[config.mk]
export PLATFORM = sky130hd
export DESIGN_NAME = aes_spi_master
export DESIGN_NICKNAME = d
export VERILOG_FILES = /design/src/rtl/aes_spi_pkg.sv /design/src/rtl/spi_shift_reg.sv /design/src/rtl/aes_spi_master.sv
export SDC_FILE = /design/constraint.sdc
export NUM_CORES = 1
export LEC_CHECK = 0
export BUFFER_PORTS_ARGS = -buffer_cell sky130_fd_sc_hd__buf_2
export CAP_MARGIN = 20
export CORE_MARGIN = 2
export CORE_UTILIZATION = 49
export DETAILED_ROUTE_END_ITERATION = 8
export PLACE_DENSITY = 0.76
export SLEW_MARGIN = 20
export SYNTH_ARGS = -nofsm -noshare
export SYNTH_HDL_FRONTEND = slang
export SYNTH_SLANG_ARGS = --single-unit
[constraint.sdc]
create_clock -name clock -period 1.8 [get_ports clock]
set_input_delay 0.18 -clock clock [delete_from_list [all_inputs] [get_ports clock]]
set_output_delay 0.18 -clock clock [all_outputs]
set_load 0.05 [all_outputs]
[src/rtl/aes_spi_pkg.sv]
// Shared definitions for the AES SPI master: FSM encoding, legal key sizes
// and the frame-length helper.
package aes_spi_pkg;

  typedef enum logic [2:0] {
    ST_IDLE   = 3'd0,
    ST_LAUNCH = 3'd1,
    ST_TX     = 3'd2,
    ST_GAP    = 3'd3,
    ST_RX     = 3'd4,
    ST_DONE   = 3'd5
  } state_t;

  localparam int NK_128 = 4;
  localparam int NK_192 = 6;
  localparam int NK_256 = 8;

  // 9 bits covers the longest frame (384 bits) without wrapping.
  localparam int CNT_W = 9;

  function automatic int frame_bits(input int nk);
    return 128 + 32 * nk;
  endfunction

endpackage

[src/rtl/spi_shift_reg.sv]
// Frame shift register: parallel load, shift-left with serial input,
// MSB presented as the serial output.
module spi_shift_reg #(
  parameter int WIDTH = 256
) (
  input  logic             clock,
  input  logic             reset,
  input  logic             load,
  input  logic [WIDTH-1:0] load_data,
  input  logic             shift,
  input  logic             serial_in,
  output logic             serial_out,
  output logic [WIDTH-1:0] q
);

  always_ff @(posedge clock or negedge reset) begin
    if (!reset) begin
      q <= '0;
    end else if (load) begin
      q <= load_data;
    end else if (shift) begin
      q <= {q[WIDTH-2:0], serial_in};
    end
  end

  assign serial_out = q[WIDTH-1];

endmodule

[src/rtl/aes_spi_master.sv]
// SPI-style master for an external AES core: sends {data,key}, waits, then
// receives a frame of the same length and keeps its top 128 bits as the result.
module aes_spi_master
  import aes_spi_pkg::*;
#(
  parameter int Nk       = 4,
  parameter int WAIT_CYC = 4
) (
  input  logic              clock,
  input  logic              reset,
  input  logic              start,
  input  logic              mode,
  input  logic [127:0]      data_in,
  input  logic [32*Nk-1:0]  key_in,
  input  logic              miso,
  output logic              spi_enable,
  output logic              mosi,
  output logic              ss,
  output logic              busy,
  output logic              done,
  output logic [127:0]      data_out
);

  localparam int FRAME    = frame_bits(Nk);
  localparam int KEY_BITS = 32 * Nk;
  localparam logic [CNT_W-1:0] FRAME_LOAD = CNT_W'(FRAME - 1);
  localparam logic [CNT_W-1:0] GAP_LOAD   = CNT_W'((WAIT_CYC > 0) ? WAIT_CYC - 1 : 0);

  state_t             state_reg, state_next;
  logic [CNT_W-1:0]   cnt_reg, cnt_next;
  logic               mode_reg;
  logic               sr_load, sr_shift, sr_out;
  logic [FRAME-1:0]   sr_q;
  logic               unused_low;

  spi_shift_reg #(.WIDTH(FRAME)) u_shift (
    .clock      (clock),
    .reset      (reset),
    .load       (sr_load),
    .load_data  ({data_in, key_in}),
    .shift      (sr_shift),
    .serial_in  ((state_reg == ST_RX) ? miso : 1'b0),
    .serial_out (sr_out),
    .q          (sr_q)
  );

  always_ff @(posedge clock or negedge reset) begin
    if (!reset) begin
      state_reg <= ST_IDLE;
      cnt_reg   <= '0;
    end else begin
      state_reg <= state_next;
      cnt_reg   <= cnt_next;
    end
  end

  always_comb begin
    state_next = state_reg;
    cnt_next   = cnt_reg;
    sr_load    = 1'b0;
    sr_shift   = 1'b0;
    case (state_reg)
      ST_IDLE: begin
        if (start) begin
          state_next = ST_LAUNCH;
          sr_load    = 1'b1;
        end
      end
      ST_LAUNCH: begin
        state_next = ST_TX;
        cnt_next   = FRAME_LOAD;
      end
      ST_TX: begin
        sr_shift = 1'b1;
        if (cnt_reg == '0) begin
          if (WAIT_CYC == 0) begin
            state_next = ST_RX;
            cnt_next   = FRAME_LOAD;
          end else begin
            state_next = ST_GAP;
            cnt_next   = GAP_LOAD;
          end
        end else begin
          cnt_next = cnt_reg - 1'b1;
        end
      end
      ST_GAP: begin
        if (cnt_reg == '0) begin
          state_next = ST_RX;
          cnt_next   = FRAME_LOAD;
        end else begin
          cnt_next = cnt_reg - 1'b1;
        end
      end
      ST_RX: begin
        sr_shift = 1'b1;
        if (cnt_reg == '0) begin
          state_next = ST_DONE;
        end else begin
          cnt_next = cnt_reg - 1'b1;
        end
      end
      ST_DONE:  state_next = ST_IDLE;
      default:  state_next = ST_IDLE;
    endcase
  end

  // The last miso bit lands on the same edge that loads data_out, so the
  // result is taken from the register as it will be after that final shift.
  always_ff @(posedge clock or negedge reset) begin
    if (!reset) begin
      mode_reg <= 1'b0;
      data_out <= '0;
    end else begin
      if (state_reg == ST_IDLE && start) begin
        mode_reg <= mode;
      end
      if (state_reg == ST_RX && cnt_reg == '0) begin
        data_out <= sr_q[FRAME-2:KEY_BITS-1];
      end
    end
  end

  assign unused_low = ^sr_q[KEY_BITS-2:0];

  assign busy       = (state_reg == ST_LAUNCH) || (state_reg == ST_TX) ||
                      (state_reg == ST_GAP)    || (state_reg == ST_RX);
  assign done       = (state_reg == ST_DONE);
  assign spi_enable = (state_reg == ST_LAUNCH);
  assign mosi       = (state_reg == ST_TX) && sr_out;
  assign ss         = busy && mode_reg;

endmodule

==> results of run 1 <==
repair_timing:
item	CTS	global route
gates resized for setup	111	143
gates cloned	16	12
hold endpoints to repair	655	0
setup endpoints to repair	144	401
hold buffers	260	0
setup buffers	21	9
pin swaps	10	7
logic make-up (layout without fill, tap and decap cells):
kind of cell / after synthesis / in the layout / synth area share, %
and+or+nand+nor: 302 / 302 / 6.987
adders and majority gates: 1 / 1 / 0.06979
xor gates and xnor gates: 1 / 1 / 0.04887
muxes: 384 / 384 / 24.86
DFF: 397 / 397 / 55.42
buffers and inverters: 115 / 872 / 3.560
AOI/OAI and AO/OA: 304 / 304 / 9.060
other: 0 / 8 / 0
power groups by stage:
stage / logic (uW) / registers [uW] / clock network [uW]
floorplan: 13.2 / 9090 / 0
global placement: 560 / 9090 / 0
detailed placement: 568 / 9090 / 0
CTS: 1020 / 8920 / 8880
global route: 1130 / 8910 / 9350
finish: 1060 / 8920 / 8900
how the worst max path moves through the flow:
stage,start,endpoint,slack (ps),depth (start not counted)
2_1_floorplan,cnt_reg[1],data_out[0],-70,7
3_3_place_gp,cnt_reg[0],data_out[35],-80,6
3_5_place_dp,cnt_reg[1],data_out[55],-110,6
4_1_cts,state_reg[1],ss,-120,5
5_1_grt,state_reg[1],u_shift.q[174],-260,7
6_report,state_reg[1],u_shift.q[174],-210,7
per-layer routing:
layer / vias to the layer above / global-route usage [%] / wire, um
li1: 6740 / - / -
met1: 7740 / 35.08 / 23040
met2: 880 / 52.20 / 31580
met3: 279 / 5.561 / 4084
met4: 0 / 18.94 / 3977
met5: - / 0 / 0
synth_stat cells (all sizes together), types with 4 or more instances:
cell type | instances | share of area [%]
clkbuf | 50 | 1.0
mux2i | 255 | 14
mux2 | 129 | 11
dfrtp | 397 | 55
o21ai | 269 | 7.5
inv | 6 | 0.13
buf | 59 | 2.4
nor2 | 9 | 0.19
nand3 | 5 | 0.14
nor4 | 4 | 0.22
nand2 | 261 | 5.5
a21oi | 7 | 0.20
nor3 | 5 | 0.14
cell type report:
class	count	area, um2	share of cell area [%]
Multi-Input combinational cell	992	7756	29.27
Inverter	6	26.28	0.09914
Clock inverter	20	209.0	0.7884
Antenna cell	8	20.02	0.07554
Tap cell	468	585.6	2.209
Clock buffer	55	1169	4.409
Timing Repair Buffer	791	6800	25.66
Sequential cell	397	9937	37.49
through the flow:
stage	std cells	hold slack (ps)	TNS, ps	power (uW)
finish	2737	136.4	-16590	18880
global placement	2338	123.5	-8104	9647
global route	2735	165.5	-39810	19400
detailed placement	2338	124.9	-11020	9655
CTS	2709	122.4	-9062	18820
floorplan	1504	-115.6	-8515	9103
==> out/qor.txt, run 1 <==
Status = finished with violations
Failing checks = negative setup slack
Initial DRC Count = 1122
Fin. max-slew vios = 0
Combinational share of power = 5.6%
Worst-path cell chain = buf_4 > nor2_2 > and3_4 > buf_12 > buf_16 > mux2i_1 > o21ai_2
Final wirelength = 62.69 mm
Pin count of the biggest net entering global routing = 65
Die W = 195.3 um
Critical path data arrival time = 2460 ps
Largest stage delay, worst path = 440 ps
Critical Path Sink Type = flop
Fin crit period = 2006 ps
Finished Core Util = 72.92%
Port buffer count = 393
Place WS = -107.4 ps
Syn Area/Cell = 11.92 um2
Peak supply drop = 0.6516 mV
CP max-delay cell = dfrtp_2
Reg2Reg Setup Slack = -210 ps
Layout cells sized above 1 = 35.87%
Internal power = 14580 uW
Yosys reg bits = 397
Post-synthesis cell count = 1504
Fin worst setup slack = -205.9 ps
Capturing point of the worst reg2reg path = u_shift.q[174]
H-tree depth = 2
Pwr Density = 712.3 nW/um2
Power share of the clock group = 47.1%
RD Place Congestion = 0.8854
Ys flop type = dfrtp_1
Worst-skew pair later-pin latency = 580 ps
I/O Pins = 394
Commonest non-fill, non-tap cell in the layout = dfrtp_1
Worst Reg-to-Reg Cells = 7
Grt total ovfl = 0
Core area = 36350 um2
Reg2reg start = state_reg[1]
DR pass1 iterations = 5
Max FFs per register = 256
TritonCTS clock tree = built
# fillers = 2083
All-layer global routing usage = 30.29%
Post-DRT Antenna Nets = 0
Fmax = 498.5 MHz
DRC errors left = 0
WP data required = 2250 ps
Clock buffer depth = 3
Vias in the first global route = 16320
Starting Density = 49.32%
Final nets = 2491
Die area = 38130 um2
Root Buffer = clkbuf_16
Sink Count = 397
Initial antenna violation count = 6
Slew headroom = 68.79%
Leakage power total = 0.01245 uW
Synthesis Warnings = 0
Post-synth cell types = 53
Sequential group share of total power = 47.2%
Synthesized area = 17930 um2
Skew final = 29.47 ps
Final design instance area without fill = 26500 um2
Sw Pwr = 4300 uW
Worst-Margin Slew = 468.1 ps
Total number of vias = 15640
Setup violations, final = 340
Sw frac = 22.77%
DR WL/cell = 22.90 um
Post-synthesis sequential area ratio = 55.42%
Dpl cell area = 20850 um2
Cell Rows = 70
Setup crit start kind = flop
Max Fanout on Critical Path = 9
Critical path buffer and inverter count = 3
Vias per cell = 5.714
Asr flop ratio synth = 100.0%
Clock buffer count from CTS = 41
Most frequent cells in the layout = dfrtp_1, buf_2, dlygate4sd3_1
CP top delay family = buffers and inverters
Kind of critical path = reg2reg
Area Overhead vs Synth = 47.85%
Clk pin slew, worst setup/hold paths = 60 ps
RSZ-0062 raised after global routing = yes
HPWL after detailed placement = 31.54 mm
Synth Net Count = 1766
Worst hold path class = in2async
Number of enable flip-flop cells after synthesis = 0
First-pass GRT wire length = 90.11 mm
Maxcap violations = 0
Period utilization = 111.4%
Die Height = 195.3 um
Final Hold Fails = 0
(Power assumes the default switching activity.)
==> inputs of run 2 (changes only) <==
--- a/config.mk
+++ b/config.mk
@@ -7,10 +7,12 @@
 export LEC_CHECK = 0
 export BUFFER_PORTS_ARGS = -buffer_cell sky130_fd_sc_hd__buf_2
 export CAP_MARGIN = 20
+export CELL_PAD_IN_SITES_DETAIL_PLACEMENT = 1
+export CELL_PAD_IN_SITES_GLOBAL_PLACEMENT = 1
 export CORE_MARGIN = 2
-export CORE_UTILIZATION = 49
+export CORE_UTILIZATION = 39
 export DETAILED_ROUTE_END_ITERATION = 8
-export PLACE_DENSITY = 0.76
+export PLACE_DENSITY_LB_ADDON = 0.1
 export SLEW_MARGIN = 20
 export SYNTH_ARGS = -nofsm -noshare
 export SYNTH_HDL_FRONTEND = slang
==> out/qor.txt, run 2 (synthesis gave the netlist of run 1 again) <==
Clk pin slew, worst setup/hold paths = 70 ps (about the same)
Skew final = 26.50 ps (-2.967 ps)
Fin crit period = 1999 ps (-6.835 ps)
HPWL after detailed placement = 37.30 mm (+18%)
Most frequent cells in the layout = dfrtp_1, buf_2, dlygate4sd3_1
Pwr Density = 701.8 nW/um2 (-1.5%)
Leakage power total = 0.01328 uW (+6.7%)
Peak supply drop = 0.6721 mV (+3.1%)
Grt total ovfl = 0 (unchanged)
Place WS = -154.1 ps (-46.67 ps)
Worst hold slack = 93.12 ps (-43.23 ps)
Area Overhead vs Synth = 57.65%
DRC errors left = 0 (unchanged)
Max Fanout on Critical Path = 5 (-4)
Crit path top cell by count = buf_6
Setup crit start kind = flop
Cell Rows = 78 (+11%)
All-layer global routing usage = 25.68% (-4.6 points)
Starting Density = 39.50% (-9.8 points)
Status = finished with violations
Largest stage delay, worst path = 470 ps (+30 ps)
Met2 WL = 35.44 mm (+12%)
Post-DRT Antenna Nets = 0 (unchanged)
Initial DRC Count = 889 (-21%)
Root Buffer = clkbuf_16
Fin. max-slew vios = 0 (unchanged)
Max layer used = met4
H-tree depth = 2 (unchanged)
Fin worst setup slack = -199.0 ps (+6.835 ps)
RD Place Congestion = 0.7957 (-10%)
Met3 wire length = 2.964 mm (-27%)
I/O Pins = 394 (unchanged)
Critical Path Sink Type = output pin
Final Hold Fails = 0 (unchanged)
Worst-skew pair later-pin latency = 590 ps (about the same)
Vias in the first global route = 16290 (-0.20%)
Kind of critical path = reg2out
Commonest non-fill, non-tap cell in the layout = dfrtp_1
Max FFs per register = 256 (unchanged)
Die area = 47690 um2 (+25%)
Final design instance area without fill = 28260 um2 (+6.6%)
Slew headroom = 64.15% (-4.6 points)
Clock buffer count from CTS = 45 (+9.8%)
Sink Count = 397 (unchanged)
Final nets = 2548 (+2.3%)
Period utilization = 111.1% (-0.38 points)
TritonCTS clock tree = built
Total number of vias = 15210 (-2.8%)
Maxcap violations = 0 (unchanged)
Layout cells sized above 1 = 40.48% (+4.6 points)
Pin count of the biggest net entering global routing = 71 (+9.2%)
RSZ-0062 raised after global routing = yes
CP max-delay cell = dfrtp_2
Core area = 45380 um2 (+25%)
First-pass GRT wire length = 94.64 mm (+5.0%)
Failing checks = negative setup slack
Final wirelength = 69.05 mm (+10%)
Finished Core Util = 62.27% (-11 points)
Setup violations, final = 387 (+14%)
Die Height = 218.4 um (+12%)
Worst hold path class = in2async
Metal-1 WL = 28.44 mm (+23%)
Critical path data arrival time = 1820 ps (-640 ps)
DR WL/cell = 23.61 um (+3.1%)
WP data required = 1620 ps (-630 ps)
Port buffer count = 393 (unchanged)
Vias per cell = 5.201 (-9.0%)
Worst-path cell chain = buf_6 > buf_6 > xnor2_4 > and2_4 > buf_8
DR pass1 iterations = 4 (-1)
Worst-Margin Slew = 536.7 ps (+68.52 ps)
Fmax = 500.2 MHz (+0.34%)
Clock buffer depth = 3 (unchanged)
TNS Setup = -30770 ps (-14190 ps)
Initial antenna violation count = 2 (-4)
Dpl cell area = 21280 um2 (+2.1%)
Die W = 218.4 um (+12%)
-- run 2: cell count changes in the layout (fill, tap and decap cells not counted), moves of 10 or more --
cell	change
nand2_4	+11
o21ai_0	-119
mux2i_4	+26
buf_12	+16
nand2_1	-10
buf_4	+14
o21ai_2	+20
mux2i_1	-35
o21ai_1	+98
clkbuf_16	+18
-- run 2: power by group --
group	total, uW	internal [uW]	switching, uW
combinational	1090	619	470
clock	9820	5810	4020
sequential	8920	8920	0
-- run 2: final cells by class --
type                            instances  area (um2)
Multi-Input combinational cell        992        8312
Inverter                                6       26.28
Tap cell                              600       750.7
Sequential cell                       397        9937
Timing Repair Buffer                  844        7669
Clock buffer                           64        1350
Fill cell                            4517       17120
Antenna cell                            2       5.005
Clock inverter                         19       211.5
-- run 2: worst max-delay path: cells and delay by family (launching register included) --
kind | cells | cell delay [ps]
simple gates | 1 | 170
flops | 1 | 470
xor+xnor | 1 | 180
buf+inv | 3 | 420
-- run 2: metal layers --
metal,up-vias,track usage (%)
met1,7800,32.26
met4,0,8.776
li1,6864,-
met2,410,44.31
met5,-,0
met3,134,4.732
-- run 2: path summary, 6_finish.rpt --
check,start,to,slack (ps),depth (start not counted)
setup / recovery,state_reg[2],ss,-200,5
hold / removal,reset,data_out[57],90,2
setup reg to reg,state_reg[1],u_shift.q[227],-200,8
hold reg to reg,u_shift.q[79],u_shift.q[79],490,2
max in group asynchronous,reset,u_shift.q[74],910,3
min in group clock,key_in[0],u_shift.q[0],410,4
-- run 2: timing repair --
action | 4_1_cts | 5_1_grt
setup endpoints to repair | 150 | 400
buffers inserted | 28 | 21
hold buffers | 260 | 0
resized for setup | 124 | 379
gates cloned | 19 | 27
pin swaps | 17 | 40
hold endpoints to repair | 655 | 0
-- run 2: per-stage QoR --
| step | cells | power [uW] |
|---|---|---|
| after floorplan | 1504 | 9103 |
| after global routing | 2924 | 20440 |
| final | 2924 | 19830 |
| after detailed placement | 2489 | 9661 |
| after CTS | 2878 | 19850 |
| after global placement | 2489 | 9657 |
==> inputs of run 3 (changes only) <==
--- a/config.mk
+++ b/config.mk
@@ -12,7 +12,7 @@
 export CORE_MARGIN = 2
 export CORE_UTILIZATION = 39
 export DETAILED_ROUTE_END_ITERATION = 8
-export PLACE_DENSITY_LB_ADDON = 0.1
+export PLACE_DENSITY = 0.76
 export SLEW_MARGIN = 20
 export SYNTH_ARGS = -nofsm -noshare
 export SYNTH_HDL_FRONTEND = slang
==> out/qor.txt, run 3 (synthesis gave the netlist of run 1 again) <==
Power share of the clock group = 48.9% (-0.6 points)
Internal power = 15010 uW (-2.2%)
Sequential group share of total power = 45.1% (about the same)
All-layer global routing usage = 30.84% (+5.2 points)
Clock buffer count from CTS = 45 (unchanged)
Worst-Margin Slew = 490.5 ps (-46.15 ps)
Max Fanout on Critical Path = 7 (+2)
Skew final = 18.82 ps (-7.684 ps)
Clock buffer depth = 3 (unchanged)
DR WL/cell = 30.04 um (+27%)
Pwr Density = 695.1 nW/um2 (-0.96%)
Die Height = 218.4 um (unchanged)
Layout cells sized above 1 = 40.31% (-0.17 points)
Port buffer count = 393 (unchanged)
CP endpoint = u_shift.q[106]
Worst-skew pair later-pin latency = 590 ps (about the same)
Sw Pwr = 4753 uW (+5.9%)
First-pass GRT wire length = 111.0 mm (+17%)
Dpl cell area = 21390 um2 (+0.53%)
Place WS = -155.0 ps (-0.8780 ps)
Peak supply drop = 0.6917 mV (+2.9%)
WP data required = 2210 ps (+590 ps)
Root Buffer = clkbuf_16
TritonCTS clock tree = built
Kind of critical path = reg2reg
Leakage power total = 0.01319 uW (-0.70%)
Final Hold Fails = 0 (unchanged)
H-tree depth = 2 (unchanged)
Clk pin slew, worst setup/hold paths = 70 ps (about the same)
DRC errors left = 0 (unchanged)
Fin worst setup slack = -320.2 ps (-121.1 ps)
Core area = 45380 um2 (unchanged)
Status = finished with violations
Max FFs per register = 256 (unchanged)
Final wirelength = 88.51 mm (+28%)
Area Overhead vs Synth = 58.59%
Period utilization = 117.8% (+6.7 points)
Reg2reg start = state_reg[1]
RD Place Congestion = 0.8498 (+6.8%)
Fmax = 471.7 MHz (-5.7%)
Critical Path Sink Type = flop
DR pass1 iterations = 5 (+1)
Total number of vias = 16960 (+12%)
Critical path data arrival time = 2530 ps (+710 ps)
Most frequent cells in the layout = dfrtp_1, buf_2, dlygate4sd3_1
Commonest non-fill, non-tap cell in the layout = dfrtp_1
Combinational share of power = 5.9% (+0.4 points)
Capturing point of the worst reg2reg path = u_shift.q[106]
Fin. max-slew vios = 0 (unchanged)
Maxcap violations = 0 (unchanged)
Initial DRC Count = 1254 (+41%)
Sink Count = 397 (unchanged)
Worst Reg-to-Reg Cells = 8 (unchanged)
Die area = 47690 um2 (unchanged)
Initial antenna violation count = 6 (+4)
Die W = 218.4 um (unchanged)
Post-DRT Antenna Nets = 0 (unchanged)
Reg2Reg Setup Slack = -320 ps (-120 ps)
Setup crit start kind = flop
Pin count of the biggest net entering global routing = 76 (+7.0%)
Fin crit period = 2120 ps (+121.1 ps)
Sw frac = 24.05% (+1.4 points)
Vias per cell = 5.757 (+11%)
Failing checks = negative setup slack
Grt total ovfl = 0 (unchanged)
Setup violations, final = 396 (+2.3%)
Origin of the worst setup path = state_reg[1]
RSZ-0062 raised after global routing = yes
Slew headroom = 67.23% (+3.1 points)
HPWL after detailed placement = 38.63 mm (+3.6%)
Vias in the first global route = 18230 (+12%)
Worst hold path class = in2async
Cell Rows = 78 (unchanged)
I/O Pins = 394 (unchanged)
Starting Density = 39.50% (unchanged)
Final design instance area without fill = 28430 um2 (+0.59%)
Final nets = 2566 (+0.71%)
-- run 3: worst min-delay path by stage --
stage	startpoint	end	slack, ps
after CTS	key_in[54]	u_shift.q[54]	20
after detailed placement	reset	data_out[102]	110
final	reset	cnt_reg[7]	110
after floorplan	reset	cnt_reg[0]	-120
after global placement	reset	u_shift.q[228]	110
after global routing	reset	u_shift.q[230]	120
-- run 3: area by class of cell --
| class | instances | area, um2 |
|---|---|---|
| Fill cell | 4494 | 16950 |
| Sequential cell | 397 | 9938 |
| Clock buffer | 62 | 1290 |
| Timing Repair Buffer | 862 | 7889 |
| Tap cell | 600 | 750.7 |
| Multi-Input combinational cell | 992 | 8314 |
| Clock inverter | 18 | 197.7 |
| Inverter | 6 | 26.28 |
| Antenna cell | 9 | 22.52 |
-- run 3: repair_timing --
action,in CTS,in global routing
setup endpoints to repair,137,402
endpoints found under the hold margin,654,1
hold buffers,259,1
cloned,8,35
gates resized for setup,124,363
buffers inserted,26,21
pin swaps,17,17
-- run 3: power by group through the flow --
stage          Sequential (uW)  Clock (uW)  Combinational (uW)
6_report                  8920        9670                1170
2_1_floorplan             9090           0                13.2
3_3_place_gp              9090           0                 587
3_5_place_dp              9090           0                 593
4_1_cts                   8920        9470                1050
5_1_grt                   8920       10100                1220
-- run 3: critical path, stage by stage (launching register included) --
cell and delay [ps]:
dfrtp_2 430, buf_4 170, nor2_4 100, and3_4 260, buf_12 180, buf_12 130, clkbuf_16 150, mux2i_1 290
o21ai_0 230
-- run 3: per-layer routing --
metal / vias to the layer above / track usage [%] / wire length, um
met2: 950 / 55.86 / 45340
li1: 6922 / - / -
met3: 439 / 4.885 / 5360
met5: - / 0 / 13
met1: 8647 / 33.41 / 30800
met4: 2 / 19.59 / 6986
-- run 3: metrics by stage --
step	utilization [%]	hold slack [ps]	std cells	setup TNS, ps	total power, uW
2_1_floorplan	-	-115.6	1504	-8515	9103
3_3_place_gp	47.14	109.6	2509	-4950	9674
3_5_place_dp	47.14	107.4	2509	-9355	9680
4_1_cts	58.08	17.98	2882	-7939	19440
5_1_grt	62.62	120.0	2942	-63170	20210
6_report	62.64	106.2	2946	-43750	19760
